--- src/rtl/mm_port_arbiter.sv ---
// ---------------------------------------------------------------------------
// mm_port_arbiter
//   Shares memory port B between the host loader/reader and the multiplier
//   engine. One access per cycle is granted. The grant is round-robin, and the
//   engine can hold the port for a bounded burst. Port-B read data is returned
//   to the requester that issued the read.
//
// Ports
//   clk, reset                  rising-edge clock, synchronous active-low reset
//   h_req/h_we/h_addr/h_wdata   host request fields
//   h_gnt/h_rvalid/h_rdata      host grant and read return
//   e_req/e_we/e_addr/e_wdata   engine request fields
//   e_lock                      engine requests burst ownership
//   e_gnt/e_rvalid/e_rdata      engine grant and read return
//   mem_addr/mem_data/mem_we    port-B request (held when idle, never X)
//   mem_q                       port-B read data, one-cycle latency
// ---------------------------------------------------------------------------
module mm_port_arbiter #(
    parameter int DATA_WIDTH = 32,
    parameter int ADDR_WIDTH = 12,
    parameter int LOCK_MAX   = 16
) (
    input  logic                  clk,
    input  logic                  reset,
    input  logic                  h_req,
    input  logic                  h_we,
    input  logic [ADDR_WIDTH-1:0] h_addr,
    input  logic [DATA_WIDTH-1:0] h_wdata,
    output logic                  h_gnt,
    output logic                  h_rvalid,
    output logic [DATA_WIDTH-1:0] h_rdata,
    input  logic                  e_req,
    input  logic                  e_we,
    input  logic [ADDR_WIDTH-1:0] e_addr,
    input  logic [DATA_WIDTH-1:0] e_wdata,
    input  logic                  e_lock,
    output logic                  e_gnt,
    output logic                  e_rvalid,
    output logic [DATA_WIDTH-1:0] e_rdata,
    output logic [ADDR_WIDTH-1:0] mem_addr,
    output logic [DATA_WIDTH-1:0] mem_data,
    output logic                  mem_we,
    input  logic [DATA_WIDTH-1:0] mem_q
);

    localparam int CNT_W = $clog2(LOCK_MAX + 1);
    localparam logic [CNT_W-1:0] LOCK_MAX_C = CNT_W'(LOCK_MAX);

    // The state records which requester owned the port in a given cycle.
    typedef enum logic [1:0] {
        ST_IDLE,
        ST_HOST,
        ST_ENGINE,
        ST_ENGINE_LOCK
    } state_e;

    state_e                state_q,     state_d;
    logic                  last_eng_q,  last_eng_d;   // 1: engine owned the last granted access
    logic [CNT_W-1:0]      lock_cnt_q,  lock_cnt_d;
    logic                  rd_pend_q,   rd_pend_d;
    logic [ADDR_WIDTH-1:0] addr_hold_q, addr_hold_d;
    logic [DATA_WIDTH-1:0] data_hold_q, data_hold_d;
    logic                  lock_grant;

    // Grant decision. A locked engine wins until the count reaches LOCK_MAX.
    // After that, the normal round-robin rule applies. The engine was the last
    // owner, so a waiting host is served next.
    always_comb begin
        // NOTE: every signal gets a default before any branch; otherwise a path that skips the assignment would infer a latch.
        h_gnt      = 1'b0;
        e_gnt      = 1'b0;
        lock_grant = 1'b0;
        if (reset) begin
            if (e_lock && e_req && (lock_cnt_q < LOCK_MAX_C)) begin
                e_gnt      = 1'b1;
                lock_grant = 1'b1;
            end else if (h_req && e_req) begin
                if (last_eng_q) h_gnt = 1'b1;
                else            e_gnt = 1'b1;
            end else if (h_req) begin
                h_gnt = 1'b1;
            end else if (e_req) begin
                e_gnt = 1'b1;
            end
        end
    end

    // Port-B drive. When no access is granted, the last address and data are
    // replayed from the hold registers, so the bus never floats.
    always_comb begin
        mem_we   = 1'b0;
        mem_addr = addr_hold_q;
        mem_data = data_hold_q;
        if (h_gnt) begin
            mem_we   = h_we;
            mem_addr = h_addr;
            mem_data = h_wdata;
        end else if (e_gnt) begin
            mem_we   = e_we;
            mem_addr = e_addr;
            mem_data = e_wdata;
        end
    end

    // Next-state logic.
    always_comb begin
        state_d     = ST_IDLE;
        last_eng_d  = last_eng_q;
        lock_cnt_d  = lock_cnt_q;
        rd_pend_d   = (h_gnt && !h_we) || (e_gnt && !e_we);
        addr_hold_d = mem_addr;
        data_hold_d = mem_data;

        if (h_gnt) begin
            state_d    = ST_HOST;
            last_eng_d = 1'b0;
        end else if (e_gnt) begin
            state_d    = e_lock ? ST_ENGINE_LOCK : ST_ENGINE;
            last_eng_d = 1'b1;
        end

        // Serving the host ends a burst. Dropping the lock also ends a burst.
        // The count saturates because lock_grant stops at LOCK_MAX.
        if (!e_lock || h_gnt) lock_cnt_d = '0;
        else if (lock_grant)  lock_cnt_d = lock_cnt_q + CNT_W'(1);
    end

    always_ff @(posedge clk) begin
        // NOTE: reset is sampled at the clock edge only; every state register is cleared in this one branch.
        if (!reset) begin
            state_q     <= ST_IDLE;
            last_eng_q  <= 1'b0;
            lock_cnt_q  <= '0;
            rd_pend_q   <= 1'b0;
            addr_hold_q <= '0;
            data_hold_q <= '0;
        end else begin
            state_q     <= state_d;
            last_eng_q  <= last_eng_d;
            lock_cnt_q  <= lock_cnt_d;
            rd_pend_q   <= rd_pend_d;
            addr_hold_q <= addr_hold_d;
            data_hold_q <= data_hold_d;
        end
    end

    // Read return. The previous cycle's owner is the owner of the pending
    // read. Returns are suppressed while reset is low, so a read that is in
    // flight when reset arrives is dropped.
    assign h_rvalid = reset && rd_pend_q && (state_q == ST_HOST);
    assign e_rvalid = reset && rd_pend_q &&
                      ((state_q == ST_ENGINE) || (state_q == ST_ENGINE_LOCK));
    assign h_rdata  = mem_q;
    assign e_rdata  = mem_q;

endmodule
--- config.mk ---
export PLATFORM = sky130hd
export DESIGN_NAME = mm_port_arbiter
export DESIGN_NICKNAME = d
export VERILOG_FILES = /design/src/rtl/mm_port_arbiter.sv
export SDC_FILE = /design/constraint.sdc
export NUM_CORES = 1
export LEC_CHECK = 0
export ABC_AREA = 1
export BUFFER_PORTS_ARGS = -buffer_cell sky130_fd_sc_hd__buf_2
export CAP_MARGIN = 5
export CORE_ASPECT_RATIO = 0.9
export CORE_MARGIN = 5
export CORE_UTILIZATION = 45
export CTS_CLUSTER_SIZE = 24
export DETAILED_ROUTE_END_ITERATION = 7
export GPL_ROUTABILITY_DRIVEN = 0
export GPL_TIMING_DRIVEN = 1
export PLACE_DENSITY = 0.87
export RECOVER_POWER = 50
export SLEW_MARGIN = 30
export SYNTH_ARGS = -nofsm -noshare
export SYNTH_HDL_FRONTEND = slang
export SYNTH_SLANG_ARGS = --single-unit
--- constraint.sdc ---
create_clock -name clk -period 3.5 [get_ports clk]
set_clock_uncertainty 0.15 [all_clocks]
set_input_delay 0.525 -clock clk [delete_from_list [all_inputs] [get_ports clk]]
set_output_delay 0.525 -clock clk [all_outputs]
set_load 0.03 [all_outputs]
==> reports/results.ini <==
[outcome]
status = finished, final reports clean

[clock_tree]
htreeDepth = 2
cts_hold_buf = 0
clockBufferDepth = 2
cts.repair.resized = 0
path_clk_slew_ns = 0.09
clkLatencyLatePin_ns = 0.29
cts-root-buf = clkbuf_8
post_cts_buffers = 0
numCtsBuffers = 5
cts.sinks = 53
cts_tree = yes

[timing]
maxSlewViolCount = 0
clock.fmax_ghz = 0.332
setup_slack_ns = 0.486
worst_slew_pin_slew_ns = 1.41
rsz0062_at_grt = false
relSlewSlack = 0.0621
period_needed_ns = 3.01
hold_viol_final = 0
setup_tns_ns = 0
finalCritPeriodShare = 0.861
setup_viol = 0

[floorplanning]
top_level_ports = 240
rows = 30
die_area_um2 = 9390
start_util = 0.457
die_x_um = 102
core_area_um2 = 7430
die_h_um = 92.4

[pwr]
cellLeakagePower_nw = 2.30
p_sw_uw = 551
clock_power_share = 0.233
ir_drop_uv = 177
p_sw_frac = 0.361
seqPwrFrac = 0.434
totalPowerFinal_mw = 1.52
p_int_uw = 974
p_comb_frac = 0.333
p_per_area_nw_per_um2 = 413

[synthesis]
syn_nets = 674
synth_compound_area_frac = 0.00995
ys_warn_count = 0
ys_seq_area_frac = 0.312
synth.mux.area_fraction = 0
synth-simple-area-share = 0.376
ys_ff_latch = 53
ys_types = 21
synthXorXnorAreaFrac = 0
postSynthCellCount = 546
synth_area_per_cell_um2 = 6.22
synthAdderAreaFrac = 0.00368
synth_top_family_by_area = simple AND/OR/NAND/NOR gates
syn-cell-area_um2 = 3400

[worst_setup_path]
crit_slowest_cell = nand2_2
cp.arrival_ns = 2.34
r2r-end = data_hold_q[8]
required_ns = 2.82
cp-endpoint = mem_data[9]
r2r-start = last_eng_q
cp_common_cell = nand2_1
critPathLaunchType = input pin
path_class = input pin to output pin
cp-end-kind = output pin
cp_max_fo = 47
cp-startpoint = reset
r2r.worst_path.cells = 7
cp_cell_sequence = clkbuf_1, nand4_1, nand2_2, nand2_1, nand3_1, nand2_1, inv_1, buf_2
r2r_slack_ns = 1.56
critPathMaxStageDelay_ns = 0.69

[hold_path]
whs_path_depth = 2
min_from = h_we
min_path_type = input pin to flop

[placed_design]
place_hpwl_um = 5750
port_buffers = 143
pre_cts_slack_ns = 0.728
dp.cells = 697

[layout]
final_nets = 736
fin_cells = 705
drive_gt1_frac = 0.256
area.growth.synth_to_final_pct = 8.73
n_antenna_cell = 0
final_cell_mix = 148 x nand2_1, 140 x buf_2, 95 x inv_1, 91 x nand3_1, 53 x dfxtp_1
final_common_cell = nand2_1

[flow_run]
cap_violations = 0

[detailed_routing]
wl_per_cell_um = 11.3
first_pass_iters = 4
drtAntennaViolNets = 0
drt_iter0_drc = 129
via_per_inst = 4.72
drc = 0
via_count = 3327
wl_um = 8000

[global_routing]
grt_max_degree = 52
antenna_found_initial = 0
grt_overflow = 0
grt_use_total = 0.166
grt_pass1_vias = 3157
grt_pass1_wl_um = 13300

==> stage by stage <==
stage	utilization	hold WS [ns]	area (µm²)
global route	0.497	0.274	3690
global placement	0.486	0.317	3610
finish	0.497	0.286	3690
detailed placement	0.486	0.326	3610
CTS	0.499	0.271	3710
floorplan	-	0.296	3400
==> synthesized netlist by cell type <==
cell | count | area [µm²]
nand2_1 | 148 | 556
inv_1 | 94 | 353
nand3_1 | 92 | 460
buf_4 | 65 | 488
dfxtp_1 | 53 | 1060
nor2_1 | 51 | 191
clkbuf_1 | 11 | 41.3
buf_2 | 8 | 40.0
buf_6 | 7 | 78.8
a21oi_1 | 4 | 20.0
inv_2 | 2 | 7.51
nor3_1 | 2 | 10.0
a21boi_1 | 1 | 7.51
buf_1 | 1 | 3.75
ha_1 | 1 | 12.5
nand2_2 | 1 | 6.26
nand3_4 | 1 | 17.5
nand4_4 | 1 | 21.3
nor3b_1 | 1 | 7.51
o22ai_1 | 1 | 6.26
or2_0 | 1 | 6.26
==> how the worst min path moves through the flow <==
| stage | to | slack, ns |
|---|---|---|
| 3_5_place_dp | lock_cnt_q[4] | 0.33 |
| 4_1_cts | rd_pend_q | 0.27 |
| 6_report | rd_pend_q | 0.29 |
| 2_1_floorplan | last_eng_q | 0.30 |
| 5_1_grt | rd_pend_q | 0.27 |
| 3_3_place_gp | lock_cnt_q[4] | 0.32 |
==> power groups by stage <==
stage | combinational [mW] | clock [mW] | sequential, mW
after floorplan | 0.500 | 0 | 0.673
after global placement | 0.505 | 0 | 0.675
after detailed placement | 0.511 | 0 | 0.677
after CTS | 0.514 | 0.368 | 0.662
after global routing | 0.562 | 0.398 | 0.668
final | 0.508 | 0.355 | 0.662
==> final cells by class <==
| type | instances | area, µm² |
|---|---|---|
| tap | 96 | 120 |
| multi-input combinational | 305 | 1310 |
| clock buffer | 6 | 82.6 |
| clock inverter | 2 | 13.8 |
| inverter | 96 | 360 |
| fill | 790 | 3740 |
| timing repair buffer | 147 | 742 |
| sequential | 53 | 1060 |
==> critical path: cells and delay by family <==
family	cells	cell delay, ns
simple gates	5	1.25
buf+inv	3	0.53
==> routing by layer <==
metal	vias up	global-route usage	share of wire
met5	-	0	0
li1	1691	-	-
met3	21	0.0520	0.082
met2	122	0.290	0.50
met4	0	0.0598	0.018
met1	1493	0.189	0.40
==> cells by family (layout without fill, tap and decap cells) <==
family	after synthesis	in the layout
AO/OA/AOI/OAI	6	6
adder cells (fa/ha/maj)	1	1
buffers and inverters	188	251
flip-flops	53	53
AND/OR/NAND/NOR	298	298
==> sequential cells by signal, summed over array words and instances (netlist names) <==
register / count
lock_cnt_q: 5
rd_pend_q: 1
addr_hold_q: 12
data_hold_q: 32
last_eng_q: 1
state_q: 2
Note: power is estimated with default switching activity, not from simulation.
